### src/rtl/memory_stage.sv
// MEM stage of the 19-bit core: drives the data-memory handshake for word/byte
// loads and stores (byte stores as read-modify-write) and registers the M/W bundle.
module memory_stage (
    input  logic        clk,
    input  logic        reset,
    input  logic        RegWriteM,
    input  logic        MemWriteM,
    input  logic        ResultSrcM,
    input  logic [4:0]  RDM,
    input  logic [18:0] WriteDataM,
    input  logic [18:0] ALUResultM,
    input  logic        Cant_ByteM,
    input  logic [18:0] mem_rdata,
    input  logic        mem_ready,
    output logic        mem_req,
    output logic        mem_we,
    output logic [14:0] mem_addr,
    output logic [18:0] mem_wdata,
    output logic        StallM,
    output logic        RegWriteW,
    output logic        ResultSrcW,
    output logic [4:0]  RDW,
    output logic [18:0] ALUResultW,
    output logic [18:0] ReadDataW,
    output logic        dbg_state_o
);

    // Handshake: a request is held (mem_req=1, address/data stable) until the
    // cycle mem_ready=1, which completes it; mem_ready is ignored when mem_req=0.
    typedef enum logic {IDLE = 1'b0, RMW_WR = 1'b1} state_e;

    state_e      state_q, state_d;
    logic [18:0] merged_q, merged_d;
    logic        capture;
    logic [18:0] load_data;
    logic        req_c, we_c, stall_c;

    logic mem_op, is_load, byte_store;
    assign mem_op     = MemWriteM | ResultSrcM;
    assign is_load    = ResultSrcM & ~MemWriteM;
    assign byte_store = MemWriteM & Cant_ByteM;

    assign mem_addr    = ALUResultM[14:0];
    assign dbg_state_o = state_q;

    always_comb begin
        state_d   = state_q;
        merged_d  = merged_q;
        req_c     = 1'b0;
        we_c      = 1'b0;
        stall_c   = 1'b0;
        capture   = 1'b0;
        mem_wdata = WriteDataM;
        load_data = 19'd0;
        unique case (state_q)
            IDLE: begin
                if (!mem_op) begin
                    capture = 1'b1;
                end else if (byte_store) begin
                    // Phase 1 always stalls: the write still has to follow.
                    req_c   = 1'b1;
                    stall_c = 1'b1;
                    if (mem_ready) begin
                        merged_d = {mem_rdata[18:8], WriteDataM[7:0]};
                        state_d  = RMW_WR;
                    end
                end else begin
                    req_c   = 1'b1;
                    we_c    = MemWriteM;
                    stall_c = ~mem_ready;
                    capture = mem_ready;
                    if (is_load)
                        load_data = Cant_ByteM ? {11'd0, mem_rdata[7:0]} : mem_rdata;
                end
            end
            RMW_WR: begin
                req_c     = 1'b1;
                we_c      = 1'b1;
                mem_wdata = merged_q;
                stall_c   = ~mem_ready;
                capture   = mem_ready;
                if (mem_ready)
                    state_d = IDLE;
            end
            default: state_d = IDLE;
        endcase
    end

    assign mem_req = req_c & ~reset;
    assign mem_we  = we_c & ~reset;
    assign StallM  = stall_c & ~reset;

    always_ff @(posedge clk) begin
        if (reset) begin
            state_q  <= IDLE;
            merged_q <= 19'd0;
        end else begin
            state_q  <= state_d;
            merged_q <= merged_d;
        end
    end

    // Anything other than a completed bundle enters W as a bubble.
    always_ff @(posedge clk) begin
        if (reset || !capture) begin
            RegWriteW  <= 1'b0;
            ResultSrcW <= 1'b0;
            RDW        <= 5'd0;
            ALUResultW <= 19'd0;
            ReadDataW  <= 19'd0;
        end else begin
            RegWriteW  <= RegWriteM;
            ResultSrcW <= ResultSrcM;
            RDW        <= RDM;
            ALUResultW <= ALUResultM;
            ReadDataW  <= load_data;
        end
    end

endmodule

### config.mk
export PLATFORM = sky130hd
export DESIGN_NAME = memory_stage
export DESIGN_NICKNAME = d
export VERILOG_FILES = /design/src/rtl/memory_stage.sv
export SDC_FILE = /design/constraint.sdc
export NUM_CORES = 1
export LEC_CHECK = 0
export ABC_AREA = 1
export CORE_UTILIZATION = 36
export CTS_CLUSTER_DIAMETER = 60
export DETAILED_ROUTE_END_ITERATION = 10
export GPL_TIMING_DRIVEN = 0
export PLACE_DENSITY = 0.77
export SETUP_SLACK_MARGIN = 0.15
export SYNTH_ARGS = -nofsm -noshare
export SYNTH_HDL_FRONTEND = slang
export SYNTH_SLANG_ARGS = --single-unit
export TNS_END_PERCENT = 1
### constraint.sdc
create_clock -name clk -period 1.3 [get_ports clk]
set_input_delay 0.13 -clock clk [delete_from_list [all_inputs] [get_ports clk]]
set_output_delay 0.13 -clock clk [all_outputs]
set_load 0.01 [all_outputs]
# After elaboration in Yosys (flattened, before gate mapping)
# Cells that the tools add are included.
# classes
n_reduce_logical	5
mux	17
bitwise_logic	12
# ops
op	n
19-bit two-way mux	1
1-bit two-way mux	11
1-bit case mux with 2 select lines	5
1-bit inverter	6
6-bit OR reduction	1
1-bit bitwise AND	5
5-bit OR reduction	1
4-bit AND reduction	1
1-bit logical NOT	1
1-bit logical OR	1
1-bit OR	1
# totals
inputBits	69
reg_bits	65

# Logic depth before layout (Yosys ltp)
# Gate-level depths: netlist of the first run.
# logic_depth
word_depth	7
ltp_mapped	7
ltp_nobuf	6

# Worst setup path after synthesis of the first run
# OpenSTA, ideal clock, no wires.
# synth_timing
path_type	reg2out
startpoint	register state_q (netlist: dbg_state_o)
endpoint	output mem_we
required_time_ns	1.170
path_buffers	1
stages_incl_launch_ff	4
setup_slack_ns	0.124
arrival_time_ns	1.046
cell_sequence	dfxtp_1 -> inv_2 -> clkbuf_1 -> a211oi_1
# synth_between
elab_chain_len	3
# synth_rtl
element	line	text
start: declaration	32	state_e state_q, state_d;
start signal: assignment	98	state_q <= state_d;
1-bit inverter	--	
1-bit case mux with 2 select lines *	55	unique case (state_q)
1-bit bitwise AND *	90	assign mem_we = we_c & ~reset;
end: declaration	16	output logic mem_we,
# Every way passes the cells marked *; elsewhere a longest branch is shown, timed or not.

# Final worst setup path of the first run
# layout_timing
startpoint	register state_q (netlist: dbg_state_o)
endpoint	output StallM
# layout_between
elab_chain_len	3
# layout_rtl
element	line	text
1-bit inverter	--	
1-bit case mux with 2 select lines *	55	
1-bit bitwise AND *	91	assign StallM = stall_c & ~reset;
end: declaration	19	output logic StallM,
# Marked as above.

==> results of run 1 <==
==> layout by cell type, fill, tap and decap left out, types with 2 or more instances in the layout <==
cell / count
nand2_1: 45
buf_8: 6
dlygate4sd2_1: 46
o21ai_2: 10
o21ai_0: 10
buf_2: 21
nor2_1: 76
buf_12: 2
clkdlybuf4s50_1: 68
clkbuf_8: 12
a21oi_1: 2
clkbuf_1: 3
buf_6: 5
dfxtp_1: 64
nand2_2: 16
inv_1: 47
nor2_2: 9
buf_4: 33
clkinv_2: 2
==> metal layers <==
| layer | vias to the layer above | GRT usage |
|---|---|---|
| li1 | 1260 | - |
| met3 | 7 | 0.09298 |
| met2 | 105 | 0.3378 |
| met4 | 0 | 0.06471 |
| met5 | - | 0 |
| met1 | 1047 | 0.1803 |
==> tightest hold or removal path: stages <==
cell and delay (ns):
clkdlybuf4s50_1 0.39, inv_1 0.05, nor2_1 0.03
==> cell families after synthesis <==
group	after synthesis	share of synthesized area
and+or+nand+nor	152	0.2586
AOI/OAI and AO/OA	23	0.04891
DFF	65	0.5411
buffers and inverters	76	0.1514
==> metrics by stage <==
stage          TNS, ns  std cells
4_1_cts        -0.2731        563
3_5_place_dp    -18.18        544
5_1_grt         -3.813        566
3_3_place_gp    -17.14        544
6_report       -0.9109        566
2_1_floorplan        0        316
==> power breakdown <==
part,internal (W),switching [W]
sequential,0.00207,0.0000288
combinational,0.000476,0.000376
clock,0.000934,0.000705
==> final cells by class <==
class,instances,area [µm²]
buffer,27,264.0
clock buffer,13,148.9
clock inverter,3,40.04
fill,568,2111
inverter,49,188.9
multi-input combinational,175,840.8
sequential,65,1305
tap,77,96.34
timing repair buffer,157,1391
==> flip-flops by register name, summed over array words and instances (netlist names) <==
register	cells
ALUResultW	19
ReadDataW	19
dbg_state_o	1
RDW	5
RegWriteW	1
merged_q	19
ResultSrcW	1
==> repair_timing <==
action,in CTS,in global routing
pin swaps,22,13
resized for setup,204,21
setup buffers,1,3
gates cloned,2,0
setup endpoints to repair,136,88
hold buffers,0,0
==> worst paths after layout <==
check / to / slack [ns] / depth (start not counted)
min: ReadDataW[3]$_SDFF_PP0_ / 0.32 / 3
min reg2reg: merged_q[8]$_SDFFE_PP0P_ / 0.47 / 2
max: StallM / -0.09 / 6
max reg2reg: ReadDataW[17]$_SDFF_PP0_ / -0.04 / 8
==> metrics.txt, run 1 <==
hpwl dp=4899 µm; CP most frequent cell=nand2_2; DP Worst Slack=-0.4924 ns; Post-Place Cell Area=4018 µm²; Diodes inserted=0; num ports=approximately 150; failing checks=setup timing; Cell Area, Synth=approximately 2400 µm²; critical path class=reg2out; H-tree depth=3; Die Y-Extent=83.73 µm; TritonCTS clock tree=built; CTS Buf Count=9; Mapped Nets=slightly below 400; vias in the first global route=2,310; ys async rst share=0; max_slew headroom=0.7666; count leader, synth=nor2_1; worst path required time=approximately 1.2 ns; GRT Total Usage=0.1858; Worst Setup SP=dbg_state_o$_SDFF_PP0_; vias per cell=approximately 4.3; first-pass GRT wire length=a little over 10,000 µm; Least-Margin Pin Slew=between 0.3 and 0.4 ns; synth warn=0; Pleak=2.256 nW; worst skew pair latency=0.33 ns; initial DRC count=38; Setup crit end kind=primary output; Final nets=553; DRT Wirelength=6592 µm; min-delay src=mem_rdata[3]; CTS root buffer=clkbuf_8; Layout Skew=0.005707 ns; post-synth top area share=0.5411; Seq/Total Area, Yosys=0.5411; commonest cells in the netlist=76 x nor2_1, 65 x dfxtp_1, 60 x nand2_1, 47 x inv_1, 20 x o21ai_0; synth unique cells=18; Avg Inst Size Synth=~7.6 µm²; Finished Core Util=0.6695; grt ovf=0; CTS Sinks=65; final setup fails=30; Syn-to-layout area delta=77.78%; die area=7011 µm²; width of the die=about 84 µm; Critical Path AT=1.26 ns; # DRC=0; period utilization=1.072; status=complete, but fails checks; wl on met1=around 2400 µm; setup ws final=-0.09375 ns; final hold violations=0; fmax=717.5 MHz; Reg clk slew, reported paths=0.06 ns; critical path peak fanout=4; Hold/Removal Path Class=in2reg; Tot Pwr=0.004592 W; total number of vias=roughly 2,400; Port Buf Inserts=about 150; top cells by area, synth=dfxtp_1 54%, nor2_1 12%, nand2_1 9.4%; Top Metal Used=met4; power per cell area=1074 nW/µm²; routed length on met2=between 3000 and 4000 µm; number of flops mapped to enable cells by yosys=0; antenna violations before repair=0; Final min period=around 1.4 ns; drt first pass iters=4; Hold WS=0.3155 ns; FP Rows=29; antenna-violating nets left=0; CORE AREA=between 6000 and 7000 µm²; flops & latches, synth=65; Max stage delay cell, worst path=dfxtp_4; Worst path top cell family by delay=flip-flops; unrepaired setup endpoints after global routing=yes; Starting Density=0.3766; fin area=between 4000 and 5000 µm²; Post-Synthesis Cells=316; # Max-Cap Violations=0; RR Startpoint=dbg_state_o$_SDFF_PP0_; RD Place Congestion=0.7314; Max clock buf depth=2; Avg WL per Cell=11.65 µm; startpoint types=flip-flop; CP peak stage delay=0.37 ns; CP Cell Sequence=buf_12, nor2_4, nand2_2, nand2_2, nor2_1, buf_2; Critical path buffers and inverters=2; pin count of the biggest net entering global routing=11; layout cells sized above 1=0.2577; Slew Viols, Final=0; Most used DFF post-synth=dfxtp_1; VDD IR max=777.7 µV; cell taking the most area after synthesis=dfxtp_1; met3 WL=766 µm
(Power assumes the default switching activity.)
==> run 2: changes to the inputs <==
--- a/config.mk
+++ b/config.mk
@@ -6,6 +6,7 @@
 export NUM_CORES = 1
 export LEC_CHECK = 0
 export ABC_AREA = 1
+export CORE_MARGIN = 3
 export CORE_UTILIZATION = 36
 export CTS_CLUSTER_DIAMETER = 60
 export DETAILED_ROUTE_END_ITERATION = 10
==> metrics.txt, run 2 (synthesis gave the netlist of run 1 again) <==
status=complete, but fails checks (unchanged); failing checks=setup timing (unchanged); Diodes inserted=0 (unchanged); period utilization=1.083 (was 1.072); CTS Buf Count=9 (unchanged); num ports=152 (unchanged); DP Worst Slack=-0.4847 ns (was -0.4924 ns); total number of vias=2,430 (was 2,419); Max clock buf depth=2 (unchanged); FF-to-FF End=ReadDataW[8]$_SDFF_PP0_ (was ReadDataW[17]$_SDFF_PP0_); final hold violations=0 (unchanged); most common cell after layout, fill and taps aside=nor2_1 (unchanged); RR Startpoint=dbg_state_o$_SDFF_PP0_ (unchanged); RD Place Congestion=0.7618 (was 0.7314); CORE AREA=6422 µm² (was 6386 µm²); critical path class=reg2out (unchanged); final setup fails=24 (was 30); Hold/Removal Path Class=in2reg (unchanged); CTS root buffer=clkbuf_8 (unchanged); Avg WL per Cell=12.42 µm (was 11.65 µm); Finished Core Util=0.6731 (was 0.6695); CTS Sinks=65 (unchanged); Critical Path AT=1.28 ns (was 1.26 ns); Syn-to-layout area delta=79.76% (was 77.78%); power per cell area=1219 nW/µm² (was 1074 nW/µm²); fmax=710.3 MHz (was 717.5 MHz); Die Y-Extent=87.73 µm (was 83.73 µm); first-pass GRT wire length=11,050 µm (was 10,100 µm); setup ws final=-0.1078 ns (was -0.09375 ns); hpwl dp=5227 µm (was 4899 µm); fin cells=564 (was 566); vias per cell=4.309 (was 4.274); drt first pass iters=4 (unchanged); Reg clk slew, reported paths=0.07 ns (was 0.06 ns); FP Rows=29 (unchanged); initial DRC count=26 (was 38); Starting Density=0.3744 (was 0.3766); width of the die=87.73 µm (was 83.73 µm); top flop regs=ALUResultW: 19 flops, ReadDataW: 19 flops, merged_q: 19 flops (unchanged); Final nets=551 (was 553); Layout Skew=0.004664 ns (was 0.005707 ns); Worst R2R Setup Slack=-0.03 ns (was -0.04 ns); TritonCTS clock tree=built (unchanged); Slew Viols, Final=0 (unchanged); worst path required time=1.17 ns (about the same); VDD IR max=703.3 µV (was 777.7 µV); startpoint types=flip-flop (unchanged); Tot Pwr=0.005269 W (was 0.004592 W); Pleak=2.278 nW (was 2.256 nW); vias in the first global route=2,378 (was 2,310); Hold WS=0.3135 ns (was 0.3155 ns); most frequent cells in the layout=75 x nor2_1, 68 x clkdlybuf4s50_1, 64 x dfxtp_1 (was 76 x nor2_1, 68 x clkdlybuf4s50_1, 64 x dfxtp_1); DRT Wirelength=7006 µm (was 6592 µm); antenna violations before repair=0 (unchanged); grt ovf=0 (unchanged); Final min period=1.408 ns (was 1.394 ns); WHS Endpoint=RDW[1]$_SDFF_PP0_ (was ReadDataW[3]$_SDFF_PP0_); critical path peak fanout=5 (was 4); dpl cells=544 (unchanged); Setup crit end kind=primary output (unchanged); min-delay src=RDM[1] (was mem_rdata[3]); FF-to-FF path depth=8 (unchanged); pin count of the biggest net entering global routing=12 (was 11); # Max-Cap Violations=0 (unchanged); Cells on Worst Hold Path=3 (unchanged); Port Buf Inserts=151 (unchanged); unrepaired setup endpoints after global routing=yes (unchanged); H-tree depth=3 (unchanged); # DRC=0 (unchanged); worst skew pair latency=0.33 ns (about the same); antenna-violating nets left=0 (unchanged); die area=7697 µm² (was 7011 µm²); layout cells sized above 1=0.2341 (was 0.2577); max_slew headroom=0.7745 (was 0.7666); GRT Total Usage=0.1881 (was 0.1858); Least-Margin Pin Slew=0.3379 ns (was 0.3497 ns)
==> run 2: cell count changes in the layout (fill, tap and decap cells not counted), moves of 2 or more <==
| cell | previous run | this run |
|---|---|---|
| buf_2 | 21 | 19 |
| buf_6 | 5 | 3 |
| buf_8 | 6 | 2 |
| bufinv_16 | 1 | 4 |
| clkbuf_1 | 3 | 0 |
| clkbuf_8 | 12 | 16 |
| clkdlybuf4s15_2 | 0 | 3 |
| nand2_1 | 45 | 57 |
| nand2_2 | 16 | 4 |
| o21ai_1 | 0 | 2 |
| o21ai_2 | 10 | 8 |
==> run 2: layer usage <==
layer,up-vias,GRT usage,part of all wire
met5,-,0,0
met4,0,0.08089,0.017
met3,12,0.08843,0.12
met2,109,0.3253,0.49
met1,1063,0.1946,0.37
li1,1246,-,-
==> run 2: final cells by class <==
class	count	area, µm²
clock inverters	5	125.1
multi-input cells	175	815.8
well taps	77	96.34
clock buffers	11	151.4
inverters	49	188.9
fillers	584	2100
repair buffers	155	1374
plain buffers	27	266.5
flip-flops and latches	65	1305
==> run 2: power by group <==
group | internal [W] | switching [W] | leakage, nW
Combinational | 0.000464 | 0.000370 | 1.61
Clock | 0.00157 | 0.000766 | 0.140
Sequential | 0.00207 | 0.0000291 | 0.531
Total | 0.00410 | 0.00116 | 2.28
==> run 2: worst max-delay path by stage <==
stage / startpoint / to / slack [ns] / depth (start not counted)
floorplan: dbg_state_o$_SDFF_PP0_ / merged_q[10]$_SDFFE_PP0P_ / 0.14 / 6
global placement: Cant_ByteM / StallM / -0.49 / 6
detailed placement: Cant_ByteM / StallM / -0.48 / 6
CTS: dbg_state_o$_SDFF_PP0_ / mem_we / -0.12 / 4
global route: dbg_state_o$_SDFF_PP0_ / StallM / -0.19 / 6
finish: dbg_state_o$_SDFF_PP0_ / StallM / -0.11 / 6
==> run 2: timing repair <==
action / 4_1_cts / 5_1_grt
gates cloned: 2 / 0
resized for setup: 198 / 7
pin swaps: 18 / 11
setup buffers: 1 / 1
endpoints found under the setup margin: 132 / 88
hold buffers: 0 / 0
==> run 2: stage by stage <==
stage | setup TNS [ns] | cell area, µm²
2_1_floorplan | 0 | 2410
3_3_place_gp | -18.01 | 4018
3_5_place_dp | -19.27 | 4018
4_1_cts | -0.8358 | 4302
5_1_grt | -4.497 | 4323
6_report | -0.7569 | 4323
==> run 2: worst max-delay path, stage by stage, from the launching register on <==
cell and delay, ns:
dfxtp_4 0.37, buf_4 0.14, nor2_4 0.11, nand2_1 0.08, nand2_2 0.06, nor2_1 0.04
buf_2 0.14
